## config.mk

```make
export PLATFORM = sky130hd
export DESIGN_NAME = reg_scoreboard
export DESIGN_NICKNAME = d
export VERILOG_FILES = /design/src/rtl/reg_scoreboard.sv
export SDC_FILE = /design/constraint.sdc
export NUM_CORES = 1
export LEC_CHECK = 0
export ABC_AREA = 1
export BUFFER_PORTS_ARGS = -buffer_cell sky130_fd_sc_hd__buf_2
export CAP_MARGIN = 25
export CELL_PAD_IN_SITES_DETAIL_PLACEMENT = 1
export CELL_PAD_IN_SITES_GLOBAL_PLACEMENT = 1
export CORE_MARGIN = 3
export CORE_UTILIZATION = 44
export DETAILED_ROUTE_END_ITERATION = 10
export PLACE_DENSITY = 0.95
export SYNTH_ARGS = -nofsm -noshare
export SYNTH_HDL_FRONTEND = slang
export SYNTH_SLANG_ARGS = --single-unit
```

## constraint.sdc

```tcl
create_clock -name clk -period 13.6 [get_ports clk]
set_clock_uncertainty 0.2 [all_clocks]
set_input_delay 0.68 -clock clk [delete_from_list [all_inputs] [get_ports clk]]
set_output_delay 0.68 -clock clk [all_outputs]
set_load 0.05 [all_outputs]
```

## src/rtl/reg_scoreboard.sv

```systemverilog
// ---------------------------------------------------------------------------
// reg_scoreboard
//
// Register-file hazard scoreboard for the decode stage. It keeps one busy bit
// per architectural register. A writing instruction sets the bit when it
// issues, and writeback clears it. Decode is stalled on RAW and WAW hazards
// against busy registers. The block has no datapath: it only gates the issue
// handshake and keeps stall and occupancy statistics for performance debug.
//
// Optional feature (macro REG_SB_WB_BYPASS_EN):
//   defined   - a register being written back this cycle counts as not busy
//               for the hazard check, because the register file forwards the
//               write. A dependent instruction then issues in the writeback
//               cycle.
//   undefined - hazards are read only from the registered busy bits.
//
// Parameters:
//   NREG      number of architectural registers (register 0 is hard zero)
//   REGADDR   register address width, 2**REGADDR == NREG
//   CNTW      stall counter width
//
// Ports:
//   clk, rst_n          clock, asynchronous active-low reset
//   iss_valid           decode holds a valid instruction
//   iss_rs / iss_rt     source registers
//   iss_use_rs/_rt      instruction reads the matching source register
//   iss_wr / iss_dst    instruction writes iss_dst
//   iss_ready           combinational issue permission
//   wb_valid / wb_reg   writeback writes wb_reg this cycle
//   flush               synchronous pipeline flush (clears all busy bits)
//   busy_vec            registered busy bits (bit 0 always 0)
//   busy_cnt            registered popcount of busy_vec
//   stall_cnt           saturating count of stalled cycles
//   wb_err              sticky: writeback to a register that was not busy
// ---------------------------------------------------------------------------
module reg_scoreboard #(
    parameter int NREG    = 32,
    parameter int REGADDR = 5,
    parameter int CNTW    = 16
) (
    input  logic               clk,
    input  logic               rst_n,
    input  logic               iss_valid,
    input  logic [REGADDR-1:0] iss_rs,
    input  logic [REGADDR-1:0] iss_rt,
    input  logic               iss_use_rs,
    input  logic               iss_use_rt,
    input  logic               iss_wr,
    input  logic [REGADDR-1:0] iss_dst,
    output logic               iss_ready,
    input  logic               wb_valid,
    input  logic [REGADDR-1:0] wb_reg,
    input  logic               flush,
    output logic [NREG-1:0]    busy_vec,
    output logic [REGADDR:0]   busy_cnt,
    output logic [CNTW-1:0]    stall_cnt,
    output logic               wb_err
);

    localparam logic [CNTW-1:0] STALL_MAX = {CNTW{1'b1}};

    logic [NREG-1:0]    busy_q;
    logic [NREG-1:0]    busy_d;
    logic [NREG-1:0]    hazard_vec;
    logic [REGADDR:0]   cnt_d;
    logic               wb_live;
    logic               iss_fire;
    logic               stall_now;
    logic               wb_err_now;

    // A writeback to register 0 is architecturally meaningless. It neither
    // clears anything nor raises wb_err.
    assign wb_live = wb_valid && (wb_reg != '0);

    // Busy bits as seen by the hazard check. Bit 0 is never set in busy_q, so
    // register 0 can never cause a stall.
    always_comb begin
        // NOTE: every signal assigned in an always_comb gets a default first,
        // so that no path through the block leaves it unassigned (a latch).
        hazard_vec = busy_q;
`ifdef REG_SB_WB_BYPASS_EN
        if (wb_valid) begin
            hazard_vec[wb_reg] = 1'b0;
        end
`endif
    end

    assign iss_ready = !flush
                    && !(iss_use_rs && hazard_vec[iss_rs])
                    && !(iss_use_rt && hazard_vec[iss_rt])
                    && !(iss_wr     && hazard_vec[iss_dst]);

    assign iss_fire   = iss_valid && iss_ready;
    assign stall_now  = iss_valid && !iss_ready && !flush;
    assign wb_err_now = wb_live && !busy_q[wb_reg] && !flush;

    // Next busy state. The clear is applied before the set, so that a new
    // producer issuing to the register being written back keeps ownership.
    always_comb begin
        busy_d = busy_q;
        if (flush) begin
            busy_d = '0;
        end else begin
            if (wb_live) begin
                busy_d[wb_reg] = 1'b0;
            end
            if (iss_fire && iss_wr && (iss_dst != '0)) begin
                busy_d[iss_dst] = 1'b1;
            end
        end
        busy_d[0] = 1'b0;
    end

    // busy_cnt is registered from the next busy vector, so it tracks busy_vec
    // on the same edge.
    always_comb begin
        cnt_d = '0;
        for (int i = 0; i < NREG; i++) begin
            cnt_d = cnt_d + {{REGADDR{1'b0}}, busy_d[i]};
        end
    end

    // NOTE: sequential state is updated with non-blocking assignments only,
    // so every register samples the values from before the edge.
    always_ff @(posedge clk or negedge rst_n) begin
        if (!rst_n) begin
            busy_q    <= '0;
            busy_cnt  <= '0;
            stall_cnt <= '0;
            wb_err    <= 1'b0;
        end else begin
            busy_q   <= busy_d;
            busy_cnt <= cnt_d;
            if (stall_now && (stall_cnt != STALL_MAX)) begin
                stall_cnt <= stall_cnt + 1'b1;
            end
            if (wb_err_now) begin
                wb_err <= 1'b1;
            end
        end
    end

    assign busy_vec = busy_q;

endmodule

```

**After elaboration in Yosys (flattened, before gate mapping)**

Cells that the tools add are included.

- Register bits: 54
- Output and inout bits: 56
- Logic and storage cells: 86

- Add/sub/neg operators: 31
- Magnitude comparators: 6
- Eq/ne operators: 1
- Mux-type cells: 16
- Bitwise operators: 3
- Reductions and logical operators: 25

Operators with widths:

| cell | number |
|---|---|
| 6-bit by 1-bit adder with 6-bit output | 25 |
| 32-bit 2-to-1 mux | 4 |
| 32-bit AND | 1 |
| 32-bit inverter | 1 |
| 32-bit OR | 1 |
| 5-bit by 6-bit less-than comparator with 1-bit output, second input constant | 4 |
| 1-bit binary-select mux with 5-bit select | 4 |
| 1-bit logical AND | 17 |
| 16-bit by 1-bit adder with 16-bit output, second input constant | 1 |
| 16-bit != test, second input constant | 1 |
| 1-bit demux with 5-bit select | 2 |
| 5-bit by 1-bit greater-or-equal comparator with 1-bit output, second input constant | 2 |
| 5-bit nonzero test | 2 |
| 5-bit by 1-bit adder with 6-bit output | 1 |
| 1-bit zero test | 6 |
| 1-bit 2-to-1 mux | 6 |
| 4-bit by 1-bit adder with 5-bit output | 1 |
| 3-bit by 1-bit adder with 4-bit output | 1 |
| 2-bit by 1-bit adder with 3-bit output | 1 |
| 1-bit by 1-bit adder with 2-bit output | 1 |

**Longest topological paths before layout**

Gate-level depths: netlist of the first run.

- Depth after elaboration: 42
- Mapped depth: 34
- Depth with buffers taken out: 32

**Worst setup path before layout of the first run**

No wires, ideal clock.

- Kind: input to register
- Start point: in iss_dst[0]
- End point: reg busy_cnt[4]
- Library setup time: 123 ps
- Data arrival time: 5,932 ps
- Setup slack: 7,346 ps
- Cell stages on the path: 32
- Path through: buf_4 -> buf_6 -> nand2_1 -> nand2_1 -> nand2_1 -> nand2_1 -> nand2_1 -> nand2_1 -> nor2_1 -> nand2_1 -> nand2_1 -> nand2_2 -> nor2_4 -> buf_2 -> nand4_1 -> nand2_1 -> nor2_1 -> fa_1 -> inv_1 -> fa_1 -> inv_1 -> fa_1 -> inv_1 -> fa_1 -> fa_1 -> fa_1 -> fa_1 -> inv_1 -> fa_1 -> nand3_1 -> nand3_1 -> xor2_1

- Elaborated cells on any way between the ends: 47
- Classes of those cells: add/sub: 30; order compare: 2; mux: 6; bitwise: 1; reduce/logical: 8

RTL lines:

| item | line | text |
|---|---|---|
| from (decl) | 49 | `input logic [REGADDR-1:0] iss_dst,` |
| parallel branches: the longest is 8 deep, another holds 5-bit by 6-bit less-than comparator with 1-bit output | -- |  |
| 32-bit 2-to-1 mux * | 107 | `if (iss_fire && iss_wr && (iss_dst != '0)) begin` |
| 32-bit 2-to-1 mux * | 101 | `if (flush) begin` |
| net busy_d[26] | 63 | `logic [NREG-1:0] busy_d;` |
| 6-bit by 1-bit adder with 6-bit output * (6 in series) | 119 | `cnt_d = cnt_d + {{REGADDR{1'b0}}, busy_d[i]};` |
| net cnt_d[4] | 65 | `logic [REGADDR:0] cnt_d;` |
| to (signal assigned) | 133 | `busy_cnt <= cnt_d;` |
| to (decl) | 55 | `output logic [REGADDR:0] busy_cnt,` |

Mark *: on every way through the listed nets, which the timed path passes. The select of a mux whose other input is x is not followed.
A chain may end at the register's enable or synchronous reset.

**Final worst setup path of the first run**

- Start point: in iss_rs[0]
- End point: reg busy_cnt[4]

- Cells in the longest elaborated chain, start to end: 42

RTL lines:

| item | line | text |
|---|---|---|
| from (decl) | 44 | `input logic [REGADDR-1:0] iss_rs,` |
| 1-bit binary-select mux with 5-bit select | 89 | `&& !(iss_use_rs && hazard_vec[iss_rs])` |
| 1-bit 2-to-1 mux (implied by the code) | 89 |  |
| 1-bit logical AND | 89 |  |
| 1-bit zero test | 89 |  |
| 1-bit logical AND | 89 |  |
| 1-bit logical AND | 90 | `&& !(iss_use_rt && hazard_vec[iss_rt])` |
| 1-bit logical AND | 91 | `&& !(iss_wr && hazard_vec[iss_dst]);` |
| 1-bit logical AND | 93 | `assign iss_fire = iss_valid && iss_ready;` |
| (+4 left out) | -- |  |
| net busy_d[2] | 63 |  |
| 1-bit by 1-bit adder with 2-bit output | 119 |  |
| 2-bit by 1-bit adder with 3-bit output | 119 |  |
| 3-bit by 1-bit adder with 4-bit output | 119 |  |
| 4-bit by 1-bit adder with 5-bit output | 119 |  |
| 5-bit by 1-bit adder with 6-bit output | 119 |  |
| 6-bit by 1-bit adder with 6-bit output (25 in series) | 119 |  |
| net cnt_d[4] | 65 |  |

The timed path passes the listed nets, and every way through them passes these cells. The select of a mux whose other input is x is not followed.

==> results.rst, run 1 <==
.. list-table::
   :header-rows: 1

   * - Metric
     - Value
   * - Hold-fix buffer count after cts
     - 0
   * - Insertion delay to the later sink of the worst-skew pair
     - just over 0.3 ns
   * - Starting density of the core
     - a little under half
   * - Maximum number of pins on one net before global-route repair
     - 55
   * - Worst min-delay path class
     - reg2reg
   * - Crit end category
     - flip-flop
   * - Aggregate global routing overflow
     - 0
   * - Critical path's most frequent cell
     - fa_1
   * - Number of hold violations in the final report
     - 0
   * - Synthesis warning total
     - 0
   * - Maximum fanout along the worst path
     - 33
   * - Critical path buffers and inverters
     - 5
   * - Num ports
     - 84
   * - Crit path time final
     - ~7.7 ns
   * - Cell chosen for the clock root
     - clkbuf_16
   * - Required time at the endpoint of the critical path
     - 13.59 ns
   * - Average wire per standard cell
     - approximately 20 um
   * - Row Count
     - 39
   * - Relative max-transition margin
     - 34.92%
   * - Design Area, Final
     - between 0.005 and 0.006 mm2
   * - Yosys cell types
     - 32
   * - Summed negative setup slack over all endpoints
     - 0 ns
   * - Post-CTS sizing
     - 0
   * - Xor-xnor portion of the synthesized cell area
     - under 10%
   * - Critical path startpoint category
     - primary input
   * - Stage delay of the slowest cell on the critical path
     - 0.61 ns
   * - Proportion of synthesized chip area in sequential cells
     - 25.77%
   * - Post-Synthesis Cell Area
     - between 0.005 and 0.006 mm2
   * - Average footprint of a synthesized cell
     - 6.348 um2
   * - Number of nets in the synthesized netlist
     - between 800 and 900
   * - Number of max-slew violations in the final report
     - 0
   * - CTS tree
     - yes
   * - Post-synthesis to final-layout area growth
     - 11.02%
   * - Number of iterations in the first detailed-routing pass
     - 6
   * - Maximum resistive drop on vdd
     - roughly 0.09 mV
   * - Area after DPL
     - 0.005653 mm2
   * - Unrepaired setup endpoints after global routing
     - false
   * - Layout fillers
     - ~1600
   * - Post-detailed-routing wire length
     - 20370 um
   * - Vias in the first global route
     - between 6000 and 7000
   * - Most frequent cells in the layout
     - nand2_1, inv_1, nand3_1, buf_2, a21oi_1
   * - Core area
     - approximately 0.012 mm2
   * - Total leakage power
     - ~0.0031 uW
   * - Critical path depth
     - 26
   * - Via count
     - 6087
   * - Gate Count Post-Synth
     - 826
   * - Setup Fix Bufs, Post-CTS
     - 0
   * - Util after Layout
     - 50.55%
   * - Number of vias per cell after detailed routing
     - around 5.9
   * - Most common library cell in the layout ignoring fill and taps
     - nand2_1
   * - Clock buffer count from CTS
     - 5
   * - Transition at the pin with the smallest max-transition slack
     - between 0.9 and 1 ns
   * - DRC marker count from the first detailed-route iteration
     - between 600 and 700
   * - Clock transition at the register clock pins on the worst setup and hold paths after CTS
     - roughly 0.070 ns
   * - Critical path type
     - in2reg
   * - Antenna violations before repair
     - 0
   * - Die height
     - 115.2 um
   * - Antenna Cells
     - 0
   * - Fraction of final layout cells with drive strength greater than 1
     - a little under an eighth
   * - Remaining antenna violation count after routing
     - 0
   * - Worst hold path cell count
     - 2
   * - Total design power
     - 583.2 uW
   * - Wire length of the first global-routing pass
     - 31840 um
   * - Clk buf depth
     - 2
   * - Multiplexer share of the synthesized area
     - 0%
   * - Power per Cell Area
     - between 100 and 150 mW/mm2
   * - Residual DRC
     - 0
   * - Kind of cell adding the most delay to the critical path
     - adder cells
   * - Count of nets after finishing
     - about 940
   * - Compound-Gate Fraction of Synth Area
     - 9.735%
   * - Arrival @ worst endpoint
     - 7.66 ns
   * - Final hold slack
     - 0.2821 ns
   * - Total global routing track utilization
     - between 30% and 40%
   * - Highest clock frequency the design can meet
     - 130.4 MHz
   * - Die extent in x
     - 115.2 um
   * - Number of cell instances on the worst register-to-register path
     - 25
   * - Depth of the CTS H-tree
     - 2
   * - Final Wtd Congestion
     - roughly 1
   * - Synth Area in Simple Gates
     - 38.30%
   * - Floorplan die area
     - around 0.013 mm2
   * - Placed wire-length estimate
     - 15500 um
   * - Max-capacitance violation count
     - 0
   * - Number of synthesized register bits
     - between 50 and 60
   * - Number of setup violations in the final report
     - 0
   * - Largest family of logic cells by synthesized area
     - simple AND/OR/NAND/NOR gates
   * - Fraction of the cycle the final worst path needs
     - 56.40%
   * - CTS Sinks
     - 54
   * - PortBufs
     - just over 80
   * - Worst path slowest cell
     - nand4_1
   * - Fraction of the mapped netlist area in adder cells
     - roughly a tenth
   * - Outcome
     - completed
==> kinds of logic (layout without fill, tap and decap cells) <==
| logic type | Yosys count | in the layout |
|---|---|---|
| compound gates | 96 | 96 |
| buf+inv | 159 | 216 |
| flops | 54 | 54 |
| fa+ha+maj | 31 | 31 |
| other cells | 1 | 1 |
| simple gates | 468 | 468 |
| xor+xnor | 17 | 17 |
==> through the flow <==
| step | std cells | setup slack, ns |
|---|---|---|
| global route | 1026 | 5.643 |
| global placement | 1018 | 6.024 |
| floorplan | 826 | 7.346 |
| detailed placement | 1018 | 5.792 |
| CTS | 1026 | 6.023 |
| finish | 1026 | 5.929 |
==> final timing paths <==
| kind | slack (ns) | end | from |
|---|---|---|---|
| min in group asynchronous | 0.30 | busy_vec[13] | rst_n |
| hold reg to reg | 0.28 | wb_err | wb_err |
| setup / recovery | 5.93 | busy_cnt[4] | iss_rs[0] |
| setup reg to reg | 6.20 | busy_cnt[4] | busy_vec[17] |
| hold / removal | 0.28 | wb_err | wb_err |
| max in group asynchronous | 12.38 | busy_cnt[1] | rst_n |
==> area by class of cell <==
| type | instances | area [um2] | area share, % |
|---|---|---|---|
| clock inverters | 3 | 43.79 | 0.7522 |
| repair buffers | 84 | 425.4 | 7.307 |
| flip-flops and latches | 54 | 1351 | 23.21 |
| multi-input cells | 613 | 3232 | 55.51 |
| well taps | 143 | 178.9 | 3.073 |
| clock buffers | 5 | 125.1 | 2.149 |
| inverters | 124 | 465.4 | 7.995 |
==> worst min-delay path, cell delays in order (launching register included) <==
cell and delay (ns):
dfrtp_1 0.35, inv_1 0.04, o31ai_1 0.06
==> cells in the mapped netlist, drive strengths merged <==
cell / instances / area [um2]
o211ai: 1 / 7.510
dfrtp: 54 / 1351
a21boi: 1 / 7.510
xor2: 8 / 70.07
nor2: 52 / 205.2
clkbuf: 9 / 33.78
conb: 1 / 3.750
inv: 124 / 465.5
nor4: 1 / 6.260
o22ai: 15 / 93.84
nand2: 271 / 1025
a21oi: 64 / 320.3
or2: 1 / 6.260
ha: 8 / 100.1
o31ai: 1 / 7.510
nand3: 88 / 445.4
fa: 23 / 460.4
o21ai: 13 / 65.06
buf: 26 / 161.4
nand4: 36 / 225.2
nor3: 19 / 95.09
xnor2: 9 / 78.83
o311ai: 1 / 8.760
==> sequential cells by signal (all words and copies together), names as in the netlist <==
signal,flops
stall_cnt,16
wb_err,1
busy_vec,31
busy_cnt,6
==> report_power, final <==
group          switching, uW  internal [uW]  leakage [uW]
clock                   64.5           87.4     0.0000842
combinational            171           67.0       0.00230
sequential              18.5            175      0.000733
total                    254            329       0.00312
==> per-layer routing <==
metal / global-route usage [%] / wire, um
met1: 39.50 / 8166
met2: 51.00 / 9589
met3: 3.895 / 1619
met4: 15.88 / 998
met5: 0 / 0
No activity file was read; power rests on OpenSTA's default activity.
==> run 2: changes to the inputs <==
CORE_UTILIZATION = 41   (was 44)
PLACE_DENSITY = 0.89   (was 0.95)
clock period = 7.2 ns   (was 13.6 ns; I/O delays follow)
==> run 2 against run 1 <==
Net effect: the run now ends with negative hold slack left; cell area is 2.8% higher; clock power is 82% higher; combinational power is 93% higher; global-route usage is 1.8 points lower; largest cell class unchanged.
==> results.rst, run 2 (synthesis gave the netlist of run 1 again) <==
.. list-table::
   :header-rows: 1

   * - Metric
     - Value
   * - Outcome
     - complete, but fails checks
   * - Violated checks
     - negative hold slack
   * - PortBufs
     - 82
   * - Clk buf depth
     - 2
   * - Depth of the CTS H-tree
     - 2
   * - Vias in the first global route
     - 6186
   * - Max-capacitance violation count
     - 0
   * - Hold-fix buffer count after cts
     - 0
   * - Total leakage power
     - 0.003203 uW
   * - Crit path time final
     - 6.503 ns
   * - Average wire per standard cell
     - approximately 19 um
   * - Total global routing track utilization
     - 28.99%
   * - Crit end category
     - flip-flop
   * - CTS tree
     - yes
   * - Post-synthesis to final-layout area growth
     - 14.17%
   * - Remaining antenna violation count after routing
     - 0
   * - Most common library cell in the layout ignoring fill and taps
     - nand2_1
   * - Fraction of final layout cells with drive strength greater than 1
     - between 10% and 20%
   * - Unrepaired setup endpoints after global routing
     - false
   * - Design Area, Final
     - about 0.0060 mm2
   * - Required time at the endpoint of the critical path
     - 7.18 ns
   * - Number of vias per cell after detailed routing
     - ~5.7
   * - Critical path's most frequent cell
     - fa_1
   * - Floorplan die area
     - 0.01418 mm2
   * - Aggregate global routing overflow
     - 0
   * - Area after DPL
     - about 0.0058 mm2
   * - Util after Layout
     - between 40% and 50%
   * - Transition at the pin with the smallest max-transition slack
     - 0.8170 ns
   * - Core area
     - around 0.012 mm2
   * - Die height
     - roughly 120 um
   * - Area taken by multi-input logic gates
     - ~0.0032 mm2
   * - Clock buffer count from CTS
     - 5
   * - Arrival @ worst endpoint
     - around 6.5 ns
   * - Number of hold violations in the final report
     - 8
   * - Final Wtd Congestion
     - a little over 1
   * - Power per Cell Area
     - about 180 mW/mm2
   * - Area taken by flip-flops and latches
     - around 0.0014 mm2
   * - Count of nets after finishing
     - 958
   * - Layout fillers
     - 1724
   * - Die extent in x
     - about 120 um
   * - Most frequent cells in the layout
     - nand2_1, inv_1, nand3_1, buf_2, a21oi_1
   * - Antenna violations before repair
     - 0
   * - Maximum fanout along the worst path
     - 28
   * - Number of max-slew violations in the final report
     - 0
   * - Placed wire-length estimate
     - 15440 um
   * - Final hold slack
     - -0.01239 ns
   * - Post-detailed-routing wire length
     - between 20000 and 25000 um
   * - Via count
     - 6062
   * - Clock transition at the register clock pins on the worst setup and hold paths after CTS
     - 0.07 ns
   * - Num ports
     - 84
   * - Worst path slowest cell
     - fa_1
   * - CTS Sinks
     - 54
   * - Summed negative setup slack over all endpoints
     - 0 ns
   * - Stage delay of the slowest cell on the critical path
     - approximately 0.55 ns
   * - Flip-flop count of the largest register after layout
     - 31
   * - Number of setup violations in the final report
     - 0
   * - Critical path startpoint category
     - flip-flop
   * - Fraction of the cycle the final worst path needs
     - 90.32%
   * - Number of iterations in the first detailed-routing pass
     - 5
   * - Setup Fix Bufs, Post-CTS
     - 0
   * - Relative max-transition margin
     - roughly 45%
   * - Maximum resistive drop on vdd
     - approximately 0.18 mV
   * - Wire length of the first global-routing pass
     - ~33000 um
   * - Maximum number of pins on one net before global-route repair
     - 55
   * - Residual DRC
     - 0
   * - Insertion delay to the later sink of the worst-skew pair
     - 0.30 ns
   * - Post-CTS sizing
     - 0
   * - Critical path type
     - reg2reg
   * - Cell chosen for the clock root
     - clkbuf_16
   * - Highest clock frequency the design can meet
     - 153.8 MHz
   * - Antenna Cells
     - 0
   * - Row Count
     - 40
   * - Worst min-delay path class
     - in2async
   * - DRC marker count from the first detailed-route iteration
     - between 600 and 700
   * - Starting density of the core
     - a little over two fifths
run 2: final cells by class:
type	count	area share, %
Clock buffer	7	2.215
Clock inverter	1	0.5016
Inverter	124	7.774
Multi-Input combinational cell	613	53.98
Sequential cell	54	22.57
Tap cell	168	3.511
Timing Repair Buffer	101	9.446
run 2: path summary, 6_finish.rpt:
kind                       cells after the start        start  slack [ns]      endpoint
setup / recovery                              25  busy_vec[7]        0.70   busy_cnt[4]
hold / removal                                 2        rst_n       -0.01  busy_vec[23]
setup reg to reg                              25  busy_vec[7]        0.70   busy_cnt[4]
hold reg to reg                                2       wb_err        0.27        wb_err
max in group asynchronous                      2        rst_n        6.32   busy_vec[2]
min in group clk                               3     wb_valid        0.16        wb_err
run 2: stage by stage:
step	cells	total power, uW	setup slack, ns
after detailed placement	1060	820.6	0.4333
after global routing	1068	1175	0.2361
after CTS	1068	1109	0.6944
final	1068	1100	0.6966
after floorplan	826	686.6	1.201
after global placement	1060	811.8	0.6127
run 2: critical path: cells and delay by family (launching register included):
family                   cells  cell delay [ns]
adder cells (fa/ha/maj)      8             3.50
AND/OR/NAND/NOR             12             1.43
buffers and inverters        4             0.62
flip-flops                   1             0.49
XOR/XNOR                     1             0.15
run 2: routing by layer:
metal  share of wire (%)  GRT usage [%]
met3                 7.6          4.321
met2                  46          46.52
met4                 4.8          13.61
met1                  41          38.48
met5                   0              0
run 2: power breakdown:
part           internal, uW  total [uW]  switching (uW)
Clock                   165         276             111
Sequential              331         365            34.2
Combinational           135         460             325
